[config.mk]
export PLATFORM = sky130hd
export DESIGN_NAME = dm_load_unit_flat
export DESIGN_NICKNAME = d
export VERILOG_FILES = /design/src/rtl/dm_load_if.sv /design/src/rtl/dm_load_unit.sv /design/src/flat_wrapper.sv
export SDC_FILE = /design/constraint.sdc
export NUM_CORES = 1
export LEC_CHECK = 0
export ABC_AREA = 1
export CAP_MARGIN = 20
export CORE_MARGIN = 2
export CORE_UTILIZATION = 44
export CTS_CLUSTER_DIAMETER = 60
export DETAILED_ROUTE_END_ITERATION = 10
export HOLD_SLACK_MARGIN = 0.08
export PLACE_DENSITY = 0.8
export SLEW_MARGIN = 20
export SYNTH_ARGS = -nofsm -noshare
export SYNTH_HDL_FRONTEND = slang
export SYNTH_SLANG_ARGS = --single-unit
[constraint.sdc]
create_clock -name clk -period 1.5 [get_ports clk]
set_input_delay 0.225 -clock clk [delete_from_list [all_inputs] [get_ports clk]]
set_output_delay 0.225 -clock clk [all_outputs]
set_load 0.005 [all_outputs]
[src/rtl/dm_load_if.sv]
// Load-unit bus bundle: pipeline request, data-memory read port and response channel.
interface dm_load_if;
  localparam int unsigned AW = 32;
  localparam int unsigned DW = 32;
  localparam int unsigned TW = 6;

  logic          req_valid;
  logic          req_ready;
  logic [AW-1:0] req_addr;
  logic [TW-1:0] req_type;
  logic          flush;
  logic          mem_rd_en;
  logic [AW-1:0] mem_addr;
  logic          mem_rvalid;
  logic [DW-1:0] mem_rdata;
  logic          resp_valid;
  logic          resp_ready;
  logic [DW-1:0] resp_data;
  logic          resp_exc;

  modport master (
    output req_valid, req_addr, req_type, flush, mem_rvalid, mem_rdata, resp_ready,
    input  req_ready, mem_rd_en, mem_addr, resp_valid, resp_data, resp_exc
  );

  modport slave (
    input  req_valid, req_addr, req_type, flush, mem_rvalid, mem_rdata, resp_ready,
    output req_ready, mem_rd_en, mem_addr, resp_valid, resp_data, resp_exc
  );
endinterface

[src/rtl/dm_load_unit.sv]
// Data-memory load unit: issues one word read per load, extracts/extends the result.
// Define DM_LOAD_ALIGN_CHECK_EN to flag misaligned LW/LH/LHU as AdEL without a memory read.
module dm_load_unit (
  input  logic      clk,
  input  logic      reset,
  dm_load_if.slave  bus
);
  localparam int unsigned AW = 32;
  localparam int unsigned DW = 32;
  localparam int unsigned TW = 6;

  localparam logic [TW-1:0] T_LW  = 6'b000110;
  localparam logic [TW-1:0] T_LH  = 6'b010001;
  localparam logic [TW-1:0] T_LHU = 6'b010010;
  localparam logic [TW-1:0] T_LB  = 6'b010101;
  localparam logic [TW-1:0] T_LBU = 6'b010110;

  typedef enum logic [1:0] {IDLE, WAIT_MEM, RESP} state_t;

  state_t        state, state_d;
  logic [AW-1:0] addr_q, addr_d;
  logic [TW-1:0] type_q, type_d;
  logic          rd_en_q, rd_en_d;
  logic          ready_q, ready_d;
  logic          resp_valid_q, resp_valid_d;
  logic [DW-1:0] data_q, data_d;
  logic          exc_q, exc_d;

  logic          misaligned_c;
  logic [7:0]    byte_c;
  logic [15:0]   half_c;
  logic [DW-1:0] extract_c;

`ifdef DM_LOAD_ALIGN_CHECK_EN
  always_comb begin
    misaligned_c = 1'b0;
    case (bus.req_type)
      T_LW:        misaligned_c = |bus.req_addr[1:0];
      T_LH, T_LHU: misaligned_c = bus.req_addr[0];
      default:     misaligned_c = 1'b0;
    endcase
  end
`else
  assign misaligned_c = 1'b0;
`endif

  // Lane selection uses the latched address; unknown types pass the raw word through.
  always_comb begin
    case (addr_q[1:0])
      2'd0:    byte_c = bus.mem_rdata[7:0];
      2'd1:    byte_c = bus.mem_rdata[15:8];
      2'd2:    byte_c = bus.mem_rdata[23:16];
      default: byte_c = bus.mem_rdata[31:24];
    endcase
    half_c = addr_q[1] ? bus.mem_rdata[31:16] : bus.mem_rdata[15:0];
    case (type_q)
      T_LW:    extract_c = bus.mem_rdata;
      T_LH:    extract_c = {{16{half_c[15]}}, half_c};
      T_LHU:   extract_c = {16'h0000, half_c};
      T_LB:    extract_c = {{24{byte_c[7]}}, byte_c};
      T_LBU:   extract_c = {24'h000000, byte_c};
      default: extract_c = bus.mem_rdata;
    endcase
  end

  // Next-state and next-output logic; flush dominates every state.
  always_comb begin
    state_d      = state;
    addr_d       = addr_q;
    type_d       = type_q;
    rd_en_d      = 1'b0;
    resp_valid_d = resp_valid_q;
    data_d       = data_q;
    exc_d        = exc_q;
    if (bus.flush) begin
      state_d      = IDLE;
      resp_valid_d = 1'b0;
      exc_d        = 1'b0;
    end else begin
      case (state)
        IDLE: begin
          if (bus.req_valid) begin
            addr_d = bus.req_addr;
            type_d = bus.req_type;
            if (misaligned_c) begin
              state_d      = RESP;
              resp_valid_d = 1'b1;
              data_d       = '0;
              exc_d        = 1'b1;
            end else begin
              state_d = WAIT_MEM;
              rd_en_d = 1'b1;
            end
          end
        end
        WAIT_MEM: begin
          if (bus.mem_rvalid) begin
            state_d      = RESP;
            resp_valid_d = 1'b1;
            data_d       = extract_c;
            exc_d        = 1'b0;
          end
        end
        RESP: begin
          if (bus.resp_ready) begin
            state_d      = IDLE;
            resp_valid_d = 1'b0;
            exc_d        = 1'b0;
          end
        end
        default: begin
          state_d      = IDLE;
          resp_valid_d = 1'b0;
          exc_d        = 1'b0;
        end
      endcase
    end
    ready_d = (state_d == IDLE);
  end

  always_ff @(posedge clk) begin
    if (reset) begin
      state        <= IDLE;
      addr_q       <= '0;
      type_q       <= '0;
      rd_en_q      <= 1'b0;
      ready_q      <= 1'b1;
      resp_valid_q <= 1'b0;
      data_q       <= '0;
      exc_q        <= 1'b0;
    end else begin
      state        <= state_d;
      addr_q       <= addr_d;
      type_q       <= type_d;
      rd_en_q      <= rd_en_d;
      ready_q      <= ready_d;
      resp_valid_q <= resp_valid_d;
      data_q       <= data_d;
      exc_q        <= exc_d;
    end
  end

  assign bus.req_ready  = ready_q;
  assign bus.mem_rd_en  = rd_en_q;
  assign bus.mem_addr   = {addr_q[AW-1:2], 2'b00};
  assign bus.resp_valid = resp_valid_q;
  assign bus.resp_data  = data_q;
  assign bus.resp_exc   = exc_q;
endmodule

[src/flat_wrapper.sv]
// flat-port wrapper written by rule: the top's interface ports become plain ports
module dm_load_unit_flat 
  (clk, reset, bus_req_valid, bus_req_addr, bus_req_type, bus_flush, bus_mem_rvalid, bus_mem_rdata, bus_resp_ready, bus_req_ready, bus_mem_rd_en, bus_mem_addr, bus_resp_valid, bus_resp_data, bus_resp_exc);
  dm_load_if bus_i ();
  input  logic clk;
  input  logic reset;
  input wire logic [$bits(bus_i.req_valid)-1:0] bus_req_valid;
  input wire logic [$bits(bus_i.req_addr)-1:0] bus_req_addr;
  input wire logic [$bits(bus_i.req_type)-1:0] bus_req_type;
  input wire logic [$bits(bus_i.flush)-1:0] bus_flush;
  input wire logic [$bits(bus_i.mem_rvalid)-1:0] bus_mem_rvalid;
  input wire logic [$bits(bus_i.mem_rdata)-1:0] bus_mem_rdata;
  input wire logic [$bits(bus_i.resp_ready)-1:0] bus_resp_ready;
  output wire logic [$bits(bus_i.req_ready)-1:0] bus_req_ready;
  output wire logic [$bits(bus_i.mem_rd_en)-1:0] bus_mem_rd_en;
  output wire logic [$bits(bus_i.mem_addr)-1:0] bus_mem_addr;
  output wire logic [$bits(bus_i.resp_valid)-1:0] bus_resp_valid;
  output wire logic [$bits(bus_i.resp_data)-1:0] bus_resp_data;
  output wire logic [$bits(bus_i.resp_exc)-1:0] bus_resp_exc;
  assign bus_i.req_valid = bus_req_valid;
  assign bus_i.req_addr = bus_req_addr;
  assign bus_i.req_type = bus_req_type;
  assign bus_i.flush = bus_flush;
  assign bus_i.mem_rvalid = bus_mem_rvalid;
  assign bus_i.mem_rdata = bus_mem_rdata;
  assign bus_i.resp_ready = bus_resp_ready;
  assign bus_req_ready = bus_i.req_ready;
  assign bus_mem_rd_en = bus_i.mem_rd_en;
  assign bus_mem_addr = bus_i.mem_addr;
  assign bus_resp_valid = bus_i.resp_valid;
  assign bus_resp_data = bus_i.resp_data;
  assign bus_resp_exc = bus_i.resp_exc;
  dm_load_unit u_core (.clk(clk), .reset(reset), .bus(bus_i));
endmodule
==> qor.yml, run 1 <==
worst_setup_path:
  critPathMaxFanout: 2
  path_cells: "clkdlybuf4s50_1"
  startpoint_type: "register"
  r2r_start: "u_core.addr_q[0]"
  ff2ff_path_depth: 9
  path_delay_family: "buffers and inverters"
  crit_buf_inv: 1
  arrival_ps: 1240
  max_stage_delay_ps: 520
  rrSetupSlack_ps: 110
  cp_slowest_cell: "clkdlybuf4s50_1"
  required_ps: 1270
  critPathKind: "reg2out"
  reg2reg_to: "u_core.bus.resp_data[17]"
  end_kind: "output port"
detailed_routing:
  wl_met3_mm: 1.19
  wl_met1_mm: 4.38
  route.met2.wl_mm: 5.09
  first_iter_violations: 221
  vias: 3915
  detail_route.wl_per_cell_um: 14.2
  routed_wl_mm: 10.9
  dr.pass1.iters: 5
  viasPerCell: 5.10
  ant_nets: 0
  dr.max_layer_used: "met4"
  drcViolationCount: 0
run:
  drv_cap: 0
yosys:
  synth_edf_count: 0
  synthFlopType: "dfxtp_1"
  async_reset_ff_share_pct: 0
  yosysUniqueCellTypes: 28
  syn_area_mm2: 0.00381
  synth_cells: 538
  ys_ff_latch: 75
  yosysSeqAreaShare_pct: 39.4
  yosysWarningCount: 0
  avgSynthCellArea_um2: 7.09
final_layout:
  final_util_pct: 66.5
  synthToLayoutAreaGrowth_pct: 44.8
  layout_commonest_cell: "clkdlybuf4s50_1"
  final_cell_mix: "clkdlybuf4s50_1 (138), nor2_1 (96), nand2_1 (85), dfxtp_1 (73), o21ai_0 (71)"
  diodes: 0
  final.fill_count: 685
  nets: 734
  drive_above_1_share_pct: 12.7
sta:
  fin_crit_sh_pct: 97.4
  drv_slew: 0
  fin_setup_tns_ps: 0
  max_freq_mhz: 684
  hold_viol: 0
  fin_crit_ps: 1460
  fin_skew_ps: 6.91
  setup_viol: 0
  rsz0062_at_grt: "no"
place:
  portBuffers: 140
  place.gp.congestion: 0.889
  post-dp-hpwl_mm: 8.05
floorplanning:
  die_area_mm2: 0.00943
  num_rows: 33
  start_util_pct: 46.0
  io_pins: 144
  die_x_um: 97.1
  die_h_um: 97.1
  core_area_mm2: 0.00830
global_routing:
  grt_antenna_before_repair: 0
  grt_pass1_vias: 3997
  grt_util_all_layers_pct: 23.5
  overflow: 0
  grt_max_degree: 51
  grt_pass1_wl_mm: 18.3
cts:
  cts_hold_buffers: 0
  h-tree-depth: 3
  cts_tree: "built"
  numCtsBuffers: 9
  cts.clk_slew.worst_paths_ps: 80
  cts_setup_buffers: 0
  clock_path_buffers: 2
  cts_root_buffer: "clkbuf_8"
  clkLatencyLatePin_ps: 350
  clock_sinks: 75
run_status:
  status: "finished clean"
power_and_ir_drop:
  netSwitchingFraction_pct: 27.3
  power.total_mw: 4.49
  p_seq_share_pct: 47.6
  power_density_mw_per_mm2: 813
  ir_drop_uv: 550
  internal_power_mw: 3.26
  p_leak_nw: 2.29
  power.switching_mw: 1.22
  clkPwrFrac_pct: 32.8
  p_comb_share_pct: 19.6
hold_path:
  min_path_cells: 3
  hp-class: "in2reg"
  min_to: "u_core.addr_q[3]"
  hold_start: "bus_req_addr[3]"
[worst max-delay path by stage]
stage | from | to | slack, ps | cells after the start
floorplan | u_core.type_q[1] | u_core.bus.resp_data[21] | 140 | 8
global placement | bus_flush | u_core.addr_q[12] | -90 | 7
detailed placement | bus_flush | u_core.type_q[5] | -140 | 7
CTS | u_core.addr_q[10] | bus_mem_addr[10] | 30 | 1
global route | u_core.bus.resp_data[26] | bus_resp_data[26] | 9 | 1
finish | u_core.bus.resp_data[26] | bus_resp_data[26] | 40 | 1
[registers in the layout, summed over array words and instances, names as in the netlist]
name                   flops
u_core.addr_q             32
u_core.bus.resp_data      32
u_core.type_q              6
u_core.state               2
u_core.bus.mem_rd_en       1
u_core.bus.req_ready       1
u_core.bus.resp_valid      1
[timing repair]
item | 4_1_cts | 5_1_grt
endpoints found under the hold margin | 0 | 0
setup endpoints to repair | 0 | 44
gates resized for setup | 0 | 17
[kinds of logic (layout without fill, tap and decap cells)]
family	Yosys count	count (layout)	share of synthesized area [%]
AOI/OAI and AO/OA	142	142	22.1
other	1	3	0.0983
buffers and inverters	94	217	13.7
DFF	75	75	39.4
and+or+nand+nor	226	226	24.7
[power groups by stage]
stage          registers, mW  logic [mW]  clock network [mW]
2_1_floorplan           2.17       0.435                   0
3_3_place_gp            2.18       0.846                   0
3_5_place_dp            2.18       0.860                   0
4_1_cts                 2.13       0.866                1.51
5_1_grt                 2.15       0.969                1.59
6_report                2.14       0.880                1.47
[synthesized netlist by cell type, types with 2 or more instances]
master,n,area [µm²]
nand3b_1,2,15.0
nand2_1,87,327
a21oi_1,53,265
nand2_2,4,25.0
a21oi_4,10,163
o21ai_0,71,355
nor3_1,4,20.0
inv_1,25,93.8
dfxtp_1,75,1500
o21a_1,7,52.6
nor2_1,100,375
buf_2,7,35.0
or2_2,4,25.0
nand3_1,17,85.1
inv_2,5,18.8
clkbuf_1,18,67.6
buf_4,36,270
nor2_2,3,18.8
[metal layers]
layer | vias up | GRT usage (%)
li1 | 1935 | -
met1 | 1748 | 28.3
met2 | 206 | 38.9
met3 | 26 | 7.70
met4 | 0 | 9.32
met5 | - | 0
[cell type report]
class | instances | area, µm² | area share (%)
clock buffer | 11 | 151 | 2.74
clock inverter | 5 | 37.5 | 0.680
inverter | 31 | 119 | 2.15
multi-input combinational | 371 | 1830 | 33.2
sequential | 75 | 1500 | 27.2
tap | 105 | 131 | 2.38
timing repair buffer | 170 | 1750 | 31.6
[stage by stage]
| step | cell area (µm²) | std cells | hold WS (ps) | setup WS [ps] |
|---|---|---|---|---|
| finish | 5520 | 768 | 457 | 38.4 |
| global route | 5520 | 768 | 455 | 9.49 |
| CTS | 5470 | 768 | 450 | 32.1 |
| detailed placement | 5280 | 752 | 457 | -141 |
| global placement | 5280 | 752 | 452 | -92.0 |
| floorplan | 3820 | 540 | 360 | 142 |
Note: power is estimated with default switching activity, not from simulation.
==> inputs of run 2 (changes only) <==
PLACE_DENSITY = not set   (was 0.8)
PLACE_DENSITY_LB_ADDON = 0.2   (was not set)
==> run 2 against run 1 <==
Worst setup slack gained 5.2 ps. Via count fell by 0.18%. Wire length fell by 2.1%. Register-to-register slack better by 20 ps. Critical endpoint is now bus_resp_data[30]. Highest routed layer unchanged.
==> qor.yml, run 2 (synthesized netlist as in run 1, its figures left out) <==
worst_setup_path:
  arrival_ps: 1230
  cp_slowest_cell: "clkdlybuf4s50_1"
  reg2reg_to: "u_core.bus.resp_data[24]"
  path_delay_family: "buffers and inverters"
  critPathKind: "reg2out"
  max_stage_delay_ps: 510
  required_ps: 1270
  rrSetupSlack_ps: 130
  crit_buf_inv: 1
  ff2ff_path_depth: 7
  startpoint_type: "register"
  path_cells: "clkdlybuf4s50_1"
  r2r_start: "u_core.addr_q[0]"
  end_kind: "output port"
  critPathMaxFanout: 2
final_layout:
  final_util_pct: 66.6
  final.fill_count: 725
  final_cell_mix: "clkdlybuf4s50_1 (139), nor2_1 (99), nand2_1 (86), dfxtp_1 (72), o21ai_0 (71)"
  nets: 739
  drive_above_1_share_pct: 13.0
  synthToLayoutAreaGrowth_pct: 44.9
  diodes: 0
  fin_area_mm2: 0.00553
  layout_commonest_cell: "clkdlybuf4s50_1"
hold_path:
  hp-class: "in2reg"
  min_path_cells: 3
  hold_start: "bus_req_addr[27]"
  min_to: "u_core.addr_q[27]"
cts:
  cts.clk_slew.worst_paths_ps: 90
  clock_sinks: 75
  clock_path_buffers: 2
  h-tree-depth: 3
  cts_root_buffer: "clkbuf_8"
  clkLatencyLatePin_ps: 360
  numCtsBuffers: 9
  cts_tree: "built"
  cts_hold_buffers: 0
detailed_routing:
  dr.pass1.iters: 5
  vias: 3908
  ant_nets: 0
  routed_wl_mm: 10.7
  detail_route.wl_per_cell_um: 13.8
  first_iter_violations: 165
  drcViolationCount: 0
  viasPerCell: 5.06
sta:
  hold_viol: 0
  max_freq_mhz: 687
  fin_crit_ps: 1460
  fin_skew_ps: 11.0
  rsz0062_at_grt: "no"
  drv_slew: 0
  fin_crit_sh_pct: 97.1
  hold_slack_ps: 440
  setup_viol: 0
  fin_setup_tns_ps: 0
power_and_ir_drop:
  power_density_mw_per_mm2: 836
  p_leak_nw: 2.28
  power.total_mw: 4.62
  ir_drop_uv: 537
floorplanning:
  start_util_pct: 46.0
  die_area_mm2: 0.00943
  core_area_mm2: 0.00830
  io_pins: 144
  num_rows: 33
  die_h_um: 97.1
  die_x_um: 97.1
global_routing:
  grt_util_all_layers_pct: 23.1
  overflow: 0
  grt_pass1_vias: 3851
  grt_pass1_wl_mm: 18.0
  grt_max_degree: 38
  grt_antenna_before_repair: 0
place:
  portBuffers: 140
  placed_area_mm2: 0.00530
  place.gp.congestion: 0.874
  post-dp-hpwl_mm: 7.89
run_status:
  status: "finished clean"
run:
  drv_cap: 0
## run 2: cell types whose count changed in the layout (fill, tap and decap cells not counted), moves of 2 or more
cell      delta
buf_8        -2
buf_6        +3
buf_4        +5
nor2_4       -3
clkbuf_8     -2
inv_6        +2
nor2_1       +3
## run 2: per-stage QoR
stage	setup WS (ps)	cells
2_1_floorplan	142	540
3_3_place_gp	-84.5	756
3_5_place_dp	-155	756
4_1_cts	5.69	772
5_1_grt	2.24	773
6_report	43.6	773
## run 2: cell type report
class	instances	area, µm²	share of cell area [%]
Inverter	31	119	2.15
Multi-Input combinational cell	371	1810	32.7
Clock inverter	7	76.3	1.38
Timing Repair Buffer	175	1770	31.9
Sequential cell	75	1510	27.2
Tap cell	105	131	2.38
Clock buffer	9	124	2.24
## run 2: timing repair
action | in CTS | in global routing
gates cloned | 0 | 0
resized for setup | 1 | 8
pin swaps | 0 | 1
endpoints found under the setup margin | 1 | 21
setup buffers | 0 | 1
## run 2: power by group
group | total [mW] | internal [mW] | switching [mW]
sequential | 2.14 | 2.08 | 0.0530
clock | 1.62 | 0.780 | 0.839
combinational | 0.864 | 0.481 | 0.382
total | 4.62 | 3.35 | 1.27
## run 2: worst max path at each step
| stage | from | cells after the start | slack [ps] | end |
|---|---|---|---|---|
| 6_report | u_core.bus.resp_data[30] | 1 | 40 | bus_resp_data[30] |
| 5_1_grt | u_core.type_q[5] | 10 | 2 | u_core.bus.resp_data[7] |
| 4_1_cts | u_core.bus.resp_data[7] | 1 | 6 | bus_resp_data[7] |
| 3_5_place_dp | bus_flush | 7 | -160 | u_core.bus.resp_data[22] |
| 3_3_place_gp | bus_mem_rdata[23] | 10 | -80 | u_core.bus.resp_data[11] |
| 2_1_floorplan | u_core.type_q[1] | 8 | 140 | u_core.bus.resp_data[21] |
## run 2: layer usage
metal	GRT usage [%]	vias to the layer above	part of all wire, %
met4	9.75	0	2.6
li1	-	1952	-
met2	38.8	168	47
met3	7.63	21	9.3
met5	0	-	0
met1	27.1	1767	41
